[src/rtl/vector_issue_sequencer_if.sv]
// Issue-stage bus: the instruction handshake from vector decode, the beat
// handshake toward the execute lanes, and the status pulses.
interface vector_issue_sequencer_if #(
  parameter int OPCODE_W = 5,
  parameter int ALUOP_W  = 4,
  parameter int VLEN     = 16,
  parameter int LANES    = 4,
  parameter int VL_W     = $clog2(VLEN + 1)
);
  localparam int EB_W = (VLEN > 1) ? $clog2(VLEN) : 1;

  logic                in_valid;
  logic                in_ready;
  logic [OPCODE_W-1:0] in_opcode;
  logic [VL_W-1:0]     in_vl;
  logic                out_valid;
  logic                out_ready;
  logic                out_regdst;
  logic                out_memtoreg;
  logic                out_regwrite;
  logic                out_memread;
  logic                out_memwrite;
  logic                out_tipo;
  logic [ALUOP_W-1:0]  out_aluop;
  logic [EB_W-1:0]     out_elem_base;
  logic [LANES-1:0]    out_lane_mask;
  logic                out_last;
  logic                illegal_op;
  logic                busy;

  // Upstream decode plus the execute lanes' ready.
  modport master (
    output in_valid, in_opcode, in_vl, out_ready,
    input  in_ready, out_valid, out_regdst, out_memtoreg, out_regwrite,
           out_memread, out_memwrite, out_tipo, out_aluop, out_elem_base,
           out_lane_mask, out_last, illegal_op, busy
  );

  // The sequencer itself.
  modport slave (
    input  in_valid, in_opcode, in_vl, out_ready,
    output in_ready, out_valid, out_regdst, out_memtoreg, out_regwrite,
           out_memread, out_memwrite, out_tipo, out_aluop, out_elem_base,
           out_lane_mask, out_last, illegal_op, busy
  );
endinterface

[src/rtl/vector_issue_sequencer.sv]
// Vector issue stage: decodes one vector opcode per accept and plays it out
// as LANES-wide beats with element base, lane mask and last flag.
module vector_issue_sequencer #(
  parameter int OPCODE_W = 5,
  parameter int ALUOP_W  = 4,
  parameter int VLEN     = 16,
  parameter int LANES    = 4,
  parameter int VL_W     = $clog2(VLEN + 1)
) (
  input logic                     clk,
  input logic                     rst_n,
  vector_issue_sequencer_if.slave bus
);
  localparam int EB_W = (VLEN > 1) ? $clog2(VLEN) : 1;
  // One extra bit so base + LANES never overflows in the beat arithmetic.
  localparam int CW   = VL_W + 1;

  typedef enum logic {IDLE, ISSUE} state_t;

  typedef struct packed {
    logic               legal;
    logic               regdst;
    logic               memtoreg;
    logic               regwrite;
    logic               memread;
    logic               memwrite;
    logic [ALUOP_W-1:0] aluop;
  } ctrl_t;

  function automatic ctrl_t decode(input logic [OPCODE_W-1:0] op);
    decode = '0;
    case (op)
      OPCODE_W'(5'b00010): decode = '{1'b1, 1'b1, 1'b0, 1'b1, 1'b0, 1'b0, ALUOP_W'(1)};
      OPCODE_W'(5'b10001): decode = '{1'b1, 1'b1, 1'b0, 1'b1, 1'b0, 1'b0, ALUOP_W'(4)};
      OPCODE_W'(5'b00110): decode = '{1'b1, 1'b0, 1'b0, 1'b1, 1'b0, 1'b0, ALUOP_W'(2)};
      OPCODE_W'(5'b00100): decode = '{1'b1, 1'b0, 1'b0, 1'b1, 1'b0, 1'b0, ALUOP_W'(3)};
      OPCODE_W'(5'b01110): decode = '{1'b1, 1'b0, 1'b1, 1'b1, 1'b1, 1'b0, ALUOP_W'(0)};
      OPCODE_W'(5'b10000): decode = '{1'b1, 1'b0, 1'b0, 1'b0, 1'b0, 1'b1, ALUOP_W'(0)};
      OPCODE_W'(5'b01001): decode = '{1'b1, 1'b1, 1'b0, 1'b1, 1'b0, 1'b0, ALUOP_W'(5)};
      OPCODE_W'(5'b01010): decode = '{1'b1, 1'b1, 1'b0, 1'b1, 1'b0, 1'b0, ALUOP_W'(6)};
      OPCODE_W'(5'b00111): decode = '{1'b1, 1'b1, 1'b0, 1'b1, 1'b0, 1'b0, ALUOP_W'(7)};
      OPCODE_W'(5'b01000): decode = '{1'b1, 1'b1, 1'b0, 1'b1, 1'b0, 1'b0, ALUOP_W'(8)};
      default:             decode = '0;
    endcase
  endfunction

  function automatic logic [LANES-1:0] mask_for(input logic [CW-1:0] base,
                                                input logic [CW-1:0] vl);
    for (int i = 0; i < LANES; i++) begin
      mask_for[i] = (base + CW'(i)) < vl;
    end
  endfunction

  state_t            state, state_n;
  ctrl_t             dec;
  ctrl_t             ctrl_p0;
  logic [VL_W-1:0]   vl_eff;
  logic [VL_W-1:0]   vl_p0;
  logic [EB_W-1:0]   base_p0;
  logic [LANES-1:0]  mask_p0;
  logic              last_p0;
  logic              ill_p0;
  logic [CW-1:0]     base_nxt;
  logic              accept;
  logic              new_ok;
  logic              load_new;
  logic              advance;

  assign dec      = decode(bus.in_opcode);
  assign vl_eff   = (bus.in_vl > VL_W'(VLEN)) ? VL_W'(VLEN) : bus.in_vl;
  assign new_ok   = dec.legal && (vl_eff != '0);
  assign base_nxt = CW'(base_p0) + CW'(LANES);

  // A new instruction may enter when idle, or on the cycle its predecessor's
  // final beat is taken, which gives back-to-back issue without a bubble.
  assign bus.in_ready = rst_n && ((state == IDLE) || (bus.out_ready && last_p0));
  assign accept       = bus.in_valid && bus.in_ready;

  // State register.
  always_ff @(posedge clk or negedge rst_n) begin
    if (!rst_n) state <= IDLE;
    else        state <= state_n;
  end

  // Next state: load a fresh beat 0 or step to the following beat.
  always_comb begin
    state_n  = state;
    load_new = 1'b0;
    advance  = 1'b0;
    unique case (state)
      IDLE: begin
        if (accept && new_ok) begin
          load_new = 1'b1;
          state_n  = ISSUE;
        end
      end
      ISSUE: begin
        if (bus.out_ready) begin
          if (last_p0) begin
            if (accept && new_ok) load_new = 1'b1;
            else                  state_n  = IDLE;
          end else begin
            advance = 1'b1;
          end
        end
      end
      default: state_n = IDLE;
    endcase
  end

  // ---- stage p0: beat register presented to the execute lanes ----
  // Beat contents; held while the lanes stall, cleared by reset so no
  // stale beat survives an abort.
  always_ff @(posedge clk or negedge rst_n) begin
    if (!rst_n) begin
      ctrl_p0 <= '0;
      vl_p0   <= '0;
      base_p0 <= '0;
      mask_p0 <= '0;
      last_p0 <= 1'b0;
      ill_p0  <= 1'b0;
    end else begin
      ill_p0 <= accept && !dec.legal;
      if (load_new) begin
        ctrl_p0 <= dec;
        vl_p0   <= vl_eff;
        base_p0 <= '0;
        mask_p0 <= mask_for('0, CW'(vl_eff));
        last_p0 <= CW'(LANES) >= CW'(vl_eff);
      end else if (advance) begin
        base_p0 <= base_nxt[EB_W-1:0];
        mask_p0 <= mask_for(base_nxt, CW'(vl_p0));
        last_p0 <= (base_nxt + CW'(LANES)) >= CW'(vl_p0);
      end
    end
  end

  assign bus.out_valid     = (state == ISSUE);
  assign bus.busy          = (state == ISSUE);
  assign bus.out_regdst    = ctrl_p0.regdst;
  assign bus.out_memtoreg  = ctrl_p0.memtoreg;
  assign bus.out_regwrite  = ctrl_p0.regwrite;
  assign bus.out_memread   = ctrl_p0.memread;
  assign bus.out_memwrite  = ctrl_p0.memwrite;
  // Every vector op sets tipo, so it is simply the loaded-legal flag.
  assign bus.out_tipo      = ctrl_p0.legal;
  assign bus.out_aluop     = ctrl_p0.aluop;
  assign bus.out_elem_base = base_p0;
  assign bus.out_lane_mask = mask_p0;
  assign bus.out_last      = last_p0;
  assign bus.illegal_op    = ill_p0;
endmodule

[src/flat_wrapper.sv]
// flat-port wrapper written by rule: the top's interface ports become plain ports
module vector_issue_sequencer_flat 
#(
  parameter int OPCODE_W = 5,
  parameter int ALUOP_W  = 4,
  parameter int VLEN     = 16,
  parameter int LANES    = 4,
  parameter int VL_W     = $clog2(VLEN + 1)
)
  (clk, rst_n, bus_in_valid, bus_in_opcode, bus_in_vl, bus_out_ready, bus_in_ready, bus_out_valid, bus_out_regdst, bus_out_memtoreg, bus_out_regwrite, bus_out_memread, bus_out_memwrite, bus_out_tipo, bus_out_aluop, bus_out_elem_base, bus_out_lane_mask, bus_out_last, bus_illegal_op, bus_busy);
  vector_issue_sequencer_if #(.OPCODE_W(OPCODE_W), .ALUOP_W(ALUOP_W), .VLEN(VLEN), .LANES(LANES), .VL_W(VL_W)) bus_i ();
  input logic clk;
  input logic rst_n;
  input wire logic [$bits(bus_i.in_valid)-1:0] bus_in_valid;
  input wire logic [$bits(bus_i.in_opcode)-1:0] bus_in_opcode;
  input wire logic [$bits(bus_i.in_vl)-1:0] bus_in_vl;
  input wire logic [$bits(bus_i.out_ready)-1:0] bus_out_ready;
  output wire logic [$bits(bus_i.in_ready)-1:0] bus_in_ready;
  output wire logic [$bits(bus_i.out_valid)-1:0] bus_out_valid;
  output wire logic [$bits(bus_i.out_regdst)-1:0] bus_out_regdst;
  output wire logic [$bits(bus_i.out_memtoreg)-1:0] bus_out_memtoreg;
  output wire logic [$bits(bus_i.out_regwrite)-1:0] bus_out_regwrite;
  output wire logic [$bits(bus_i.out_memread)-1:0] bus_out_memread;
  output wire logic [$bits(bus_i.out_memwrite)-1:0] bus_out_memwrite;
  output wire logic [$bits(bus_i.out_tipo)-1:0] bus_out_tipo;
  output wire logic [$bits(bus_i.out_aluop)-1:0] bus_out_aluop;
  output wire logic [$bits(bus_i.out_elem_base)-1:0] bus_out_elem_base;
  output wire logic [$bits(bus_i.out_lane_mask)-1:0] bus_out_lane_mask;
  output wire logic [$bits(bus_i.out_last)-1:0] bus_out_last;
  output wire logic [$bits(bus_i.illegal_op)-1:0] bus_illegal_op;
  output wire logic [$bits(bus_i.busy)-1:0] bus_busy;
  assign bus_i.in_valid = bus_in_valid;
  assign bus_i.in_opcode = bus_in_opcode;
  assign bus_i.in_vl = bus_in_vl;
  assign bus_i.out_ready = bus_out_ready;
  assign bus_in_ready = bus_i.in_ready;
  assign bus_out_valid = bus_i.out_valid;
  assign bus_out_regdst = bus_i.out_regdst;
  assign bus_out_memtoreg = bus_i.out_memtoreg;
  assign bus_out_regwrite = bus_i.out_regwrite;
  assign bus_out_memread = bus_i.out_memread;
  assign bus_out_memwrite = bus_i.out_memwrite;
  assign bus_out_tipo = bus_i.out_tipo;
  assign bus_out_aluop = bus_i.out_aluop;
  assign bus_out_elem_base = bus_i.out_elem_base;
  assign bus_out_lane_mask = bus_i.out_lane_mask;
  assign bus_out_last = bus_i.out_last;
  assign bus_illegal_op = bus_i.illegal_op;
  assign bus_busy = bus_i.busy;
  vector_issue_sequencer #(.OPCODE_W(OPCODE_W), .ALUOP_W(ALUOP_W), .VLEN(VLEN), .LANES(LANES), .VL_W(VL_W)) u_core (.clk(clk), .rst_n(rst_n), .bus(bus_i));
endmodule
[config.mk]
export PLATFORM = sky130hd
export DESIGN_NAME = vector_issue_sequencer_flat
export DESIGN_NICKNAME = d
export VERILOG_FILES = /design/src/rtl/vector_issue_sequencer_if.sv /design/src/rtl/vector_issue_sequencer.sv /design/src/flat_wrapper.sv
export SDC_FILE = /design/constraint.sdc
export NUM_CORES = 1
export LEC_CHECK = 0
export CELL_PAD_IN_SITES_DETAIL_PLACEMENT = 2
export CELL_PAD_IN_SITES_GLOBAL_PLACEMENT = 2
export CORE_ASPECT_RATIO = 1.25
export CORE_MARGIN = 2
export CORE_UTILIZATION = 27
export DETAILED_ROUTE_END_ITERATION = 10
export GPL_TIMING_DRIVEN = 1
export PLACE_DENSITY_LB_ADDON = 0.1
export SLEW_MARGIN = 15
export SYNTH_ARGS = -nofsm -noshare
export SYNTH_HDL_FRONTEND = slang
export SYNTH_SLANG_ARGS = --single-unit
[constraint.sdc]
create_clock -name clk -period 2.1 [get_ports clk]
set_clock_uncertainty 0.05 [all_clocks]
set_input_delay 0.315 -clock clk [delete_from_list [all_inputs] [get_ports clk]]
set_output_delay 0.315 -clock clk [all_outputs]
set_load 0.05 [all_outputs]
==> flow_summary.ini, run 1 <==
[timing]
drv_slew = 0
whs_ps = 433
finalCritPeriodShare_pct = 94.3
hold_viol = 0
setup_violations = 0
clock.fmax_mhz = 505
worst_pin_slew_ps = 517
final.setup.tns_ps = 0
slew_headroom_pct = 65.4
period_minus_slack_ps = 1980
rsz0062_at_grt = no

[run_status]
outcome = completed

[worst_setup_path]
required_ps = 1740
crit_arrival_ps = 1610
crit_chain = buf_4 > clkdlybuf4s50_1
setup.worst_path.start_class = flip-flop
crit_type = flip-flop to output pin
cp_max_fo = 6
r2r-end = u_core.bus.out_lane_mask[3]
crit_family = buffers and inverters
cp-end-kind = output pin
crit_start = u_core.bus.out_elem_base[2]
critPathMaxStageDelay_ps = 810
critPathBufInv = 2
rr_worst_depth = 6
rrSetupSlack_ps = 130
r2r_start = u_core.bus.out_elem_base[2]
cp_slowest_cell = clkdlybuf4s50_1

[global_routing]
first_global_vias = 1665
grt_first_pass_wirelength_um = 8250
antenna_found_initial = 0
grt_start_max_net_pins = 24
globalRouteTotalUtil_pct = 17.0
grt.overflow.total = 0

[placement]
dp_cells = 281
portBuffers = 34
dp_hpwl_um = 4210
place_congestion = 0.814

[route]
drc = 0
num_vias = 1443
vias_per_cell = 4.98
drtPass1Iterations = 3
finalWirelength_um = 5140
route.met2.wl_um = 3140
top_layer_used = met4
drtAntennaViolNets = 0
met1_length_um = 1820
routedWlPerCell_um = 17.7
drt_iter0_markers = 26
wl_met3_um = 96

[die]
pin_count = 37
rows = 30
die_y_um = 88.9
coreArea_um2 = 5480
die-area_um2 = 6390
initial_core_util_pct = 28.4
die_w_um = 71.9

[worst_hold_path]
worstHoldStart = u_core.bus.out_tipo
holdCritPathClass = flip-flop to flip-flop
holdPathStages = 1
hold_end = u_core.bus.out_tipo

[flow_run]
max_cap_viol_count = 0

[clock_tree]
clock-sinks = 23
clk_latency_ps = 270
h-tree-depth = 1
clockRootBuffer = clkbuf_8
cts_max_path_buffers = 2
numCtsBuffers = 3
cts_tree = built
clk_pin_slew_ps = 90

[final_layout]
diodes = 0
most-common-layout-cells = 36 x buf_4, 31 x clkdlybuf4s50_1, 21 x dfrtp_1
area_growth_pct = 50.5
finalNetCount = 256
instances_no_fill = 290
layout-drive-gt1-share_pct = 33.6
final_common_cell = buf_4

[synthesis]
synthCells = 159
yosysWarningCount = 0
synth-async-reset-ratio_pct = 100
synth_ff_type = dfrtp_1
synth_area_um2 = 1560
syn_area_per_cell_um2 = 9.78
synth_edf_count = 0
yosysSeqAreaShare_pct = 37.0
synth_seq_cells = 23
yosysUniqueCellTypes = 45

[pwr]
ir_drop_v = 0.000361
power_per_cell_area_nw_per_um2 = 1150
p_leak_uw = 0.00107
==> synthesized netlist by cell type, types with 2 or more instances <==
cell      count  area, um2
mux2i_1       2       20.0
nor2_1       11       41.3
nand3_1       2       10.0
ha_1         15        188
buf_4         5       37.5
nand3b_1      2       15.0
dfrtp_1      23        576
nor3_1        3       15.0
nand2_1       5       18.8
and2_1        3       18.8
o31ai_2       2       25.0
nor2b_1       6       37.5
a21oi_1      10       50.1
mux2_2        6       67.6
o21ai_0      12       60.1
nor3b_1       4       30.0
nand2b_1      4       25.0
a21o_1        6       45.0
o22ai_1       2       12.5
or3_4         2       22.5
inv_1         9       33.8
xor2_1        2       17.5
==> worst max path at each step <==
| stage | cells past startpoint | endpoint |
|---|---|---|
| after floorplan | 8 | u_core.bus.out_last |
| after global placement | 9 | u_core.bus.out_aluop[2] |
| after detailed placement | 9 | u_core.bus.out_regdst |
| after CTS | 10 | u_core.vl_p0[0] |
| after global routing | 9 | u_core.bus.out_lane_mask[1] |
| final | 2 | bus_out_elem_base[2] |
==> registers in the layout, summed over array words and instances, names as in the netlist <==
| register | cells |
|---|---|
| u_core.bus.busy | 1 |
| u_core.bus.illegal_op | 1 |
| u_core.bus.out_tipo | 1 |
| u_core.bus.out_lane_mask | 4 |
| u_core.bus.out_elem_base | 2 |
| u_core.bus.out_last | 1 |
| u_core.bus.out_regdst | 1 |
| u_core.bus.out_memwrite | 1 |
| u_core.vl_p0 | 5 |
| u_core.bus.out_memread | 1 |
| u_core.bus.out_regwrite | 1 |
| u_core.bus.out_aluop | 4 |
==> area by class of cell <==
class | instances | area [um2]
clock buffers | 4 | 45.0
fillers | 614 | 3140
inverters | 9 | 33.8
multi-input cells | 120 | 982
flip-flops and latches | 23 | 578
well taps | 64 | 80.1
repair buffers | 70 | 622
==> cells by family after synthesis <==
logic type | count (synthesis) | synth area share, %
fa+ha+maj | 15 | 12.1
compound gates | 43 | 19.3
buf+inv | 18 | 6.11
xor+xnor | 2 | 1.13
other cells | 1 | 0.241
simple gates | 49 | 18.5
flops | 23 | 37.0
mux | 8 | 5.63
==> where the power goes <==
part	switching (uW)	internal, uW	total [uW]
Sequential	107	578	686
Combinational	995	731	1730
Clock	150	136	286
==> timing repair <==
action	4_1_cts	5_1_grt
gates resized for setup	11	13
endpoints found under the setup margin	10	12
buffers inserted	2	2
hold buffers	0	0
gates cloned	1	0
pin swaps	3	4
==> per-layer routing <==
metal	up-vias	GRT usage [%]
met3	7	1.71
met4	0	7.38
met1	731	16.6
met5	-	0
met2	18	35.3
li1	687	-
==> through the flow <==
stage          area, um2  setup WS (ps)  power (uW)  util [%]
2_1_floorplan       1570           13.3        1700         -
5_1_grt             2340           15.4        2900      42.7
4_1_cts             2270           6.48        2660      41.5
6_report            2340            120        2700      42.7
3_3_place_gp        2180           -259        2230      39.8
3_5_place_dp        2180           -387        2320      39.8
No activity file was read; power rests on OpenSTA's default activity.
==> inputs of run 2 (changes only) <==
- SETUP_SLACK_MARGIN: not set -> 0.02
==> run 2 against run 1 <==
Clock power hardly changed. Sequential power is 0.7% lower. Power is 2.5% lower. Highest routed layer unchanged. Sequential share of layout area is 0.13 points higher. Via count is 0.90% lower. Non-clock buffer count is 1 lower. Final cell count is 0.34% lower. Largest power group unchanged. Wire length is 1.6% lower.
==> flow_summary.ini, run 2 (same netlist as run 1, synthesis figures left out) <==
[flow_run]
max_cap_viol_count = 0

[final_layout]
largest_register = u_core.vl_p0
instances_no_fill = 289
area_growth_pct = 49.4
fin_util_pct = 42.4
most-common-layout-cells = 33 x buf_4, 31 x clkdlybuf4s50_1, 22 x dfrtp_1
final_common_cell = buf_4
largest_reg_flops = 5
diodes = 0
layout-drive-gt1-share_pct = 32.0
finalNetCount = 255

[die]
die_y_um = 88.9
die_w_um = 71.9
initial_core_util_pct = 28.4
coreArea_um2 = 5480
die-area_um2 = 6390
pin_count = 37
rows = 30

[clock_tree]
clk_pin_slew_ps = 90
clk_latency_ps = 270
h-tree-depth = 1
clockRootBuffer = clkbuf_8
clock-sinks = 23
numCtsBuffers = 3
cts_max_path_buffers = 2
cts_tree = built

[worst_setup_path]
crit_arrival_ps = 1600
cp_slowest_cell = clkdlybuf4s50_1
cp_max_fo = 6
crit_type = flip-flop to output pin
critPathMaxStageDelay_ps = 810
setup.worst_path.start_class = flip-flop
cp-end-kind = output pin
crit_chain = buf_4 > clkdlybuf4s50_1
required_ps = 1740

[placement]
dp_slack_ps = -447
dp_hpwl_um = 4110
portBuffers = 34
dp_cells = 281
place_congestion = 0.801

[route]
drc = 0
drtAntennaViolNets = 0
drtPass1Iterations = 4
vias_per_cell = 4.95
num_vias = 1430
drt_iter0_markers = 25
routedWlPerCell_um = 17.5
finalWirelength_um = 5050

[pwr]
clockPowerShare_pct = 10.9
power_per_cell_area_nw_per_um2 = 1130
internal_power_uw = 1400
p_sw_uw = 1230
combPwrFrac_pct = 63.2
switching_share_pct = 46.8
p_leak_uw = 0.00107
ir_drop_v = 0.000264
power.share.sequential_pct = 25.9

[timing]
worst_pin_slew_ps = 509
drv_slew = 0
hold_viol = 0
slew_headroom_pct = 66.0
clock.fmax_mhz = 508
rsz0062_at_grt = yes
setup_violations = 0
period_minus_slack_ps = 1970
final.setup.tns_ps = 0
whs_ps = 429
layout_setup_ws_ps = 130
finalCritPeriodShare_pct = 93.8

[worst_hold_path]
holdCritPathClass = flip-flop to flip-flop

[global_routing]
first_global_vias = 1647
grt_first_pass_wirelength_um = 8170
grt.overflow.total = 0
antenna_found_initial = 0
globalRouteTotalUtil_pct = 16.8
grt_start_max_net_pins = 24

[run_status]
outcome = completed
[run 2: changes by cell type in the layout (fill, tap and decap cells not counted), sizes merged]
cell,previous run,this run
buf,37,36
[run 2: metal layers]
layer | track usage, % | up-vias | wire [um]
met4 | 4.46 | 0 | 58
met1 | 16.6 | 717 | 1820
met3 | 1.14 | 6 | 65
li1 | - | 690 | -
met2 | 36.5 | 17 | 3110
met5 | 0 | - | 0
[run 2: critical path, delay by kind of cell, from the launching register on]
family / cells / cell delay [ps]
flops: 1 / 370
buf+inv: 2 / 970
[run 2: final timing paths]
| kind | startpoint | to | slack (ps) | depth (start not counted) |
|---|---|---|---|---|
| worst max-delay path | u_core.bus.out_elem_base[2] | bus_out_elem_base[2] | 130 | 2 |
| worst min-delay path | u_core.bus.out_tipo | u_core.bus.out_tipo | 430 | 1 |
| worst max register to register | u_core.bus.out_elem_base[2] | u_core.bus.out_last | 140 | 8 |
| worst min register to register | u_core.bus.out_tipo | u_core.bus.out_tipo | 430 | 1 |
| max in group asynchronous | rst_n | u_core.bus.out_elem_base[2] | 1190 | 3 |
| min in group asynchronous | rst_n | u_core.bus.illegal_op | 550 | 3 |
[run 2: power by group through the flow]
stage / clock network (uW) / registers [uW] / logic [uW]
finish: 287 / 681 / 1660
global route: 315 / 701 / 1820
CTS: 292 / 683 / 1630
detailed placement: 0 / 692 / 1620
global placement: 0 / 676 / 1550
floorplan: 0 / 1040 / 659
[run 2: cell type report]
class | count | area (um2)
Clock buffer | 4 | 45.0
Fill cell | 607 | 3160
Inverter | 9 | 33.8
Multi-Input combinational cell | 120 | 966
Sequential cell | 23 | 577
Tap cell | 64 | 80.1
Timing Repair Buffer | 69 | 622
[run 2: timing repair]
item / CTS / global route
cloned: 1 / 0
hold buffers: 0 / 0
pin swaps: 3 / 4
buffers inserted: 3 / 0
gates resized for setup: 10 / 12
endpoints found under the setup margin: 19 / 19
[run 2: through the flow]
| step | area (um2) | power, uW |
|---|---|---|
| after global placement | 2180 | 2220 |
| after CTS | 2280 | 2610 |
| after detailed placement | 2180 | 2310 |
| after floorplan | 1570 | 1700 |
| after global routing | 2320 | 2840 |
| final | 2320 | 2630 |
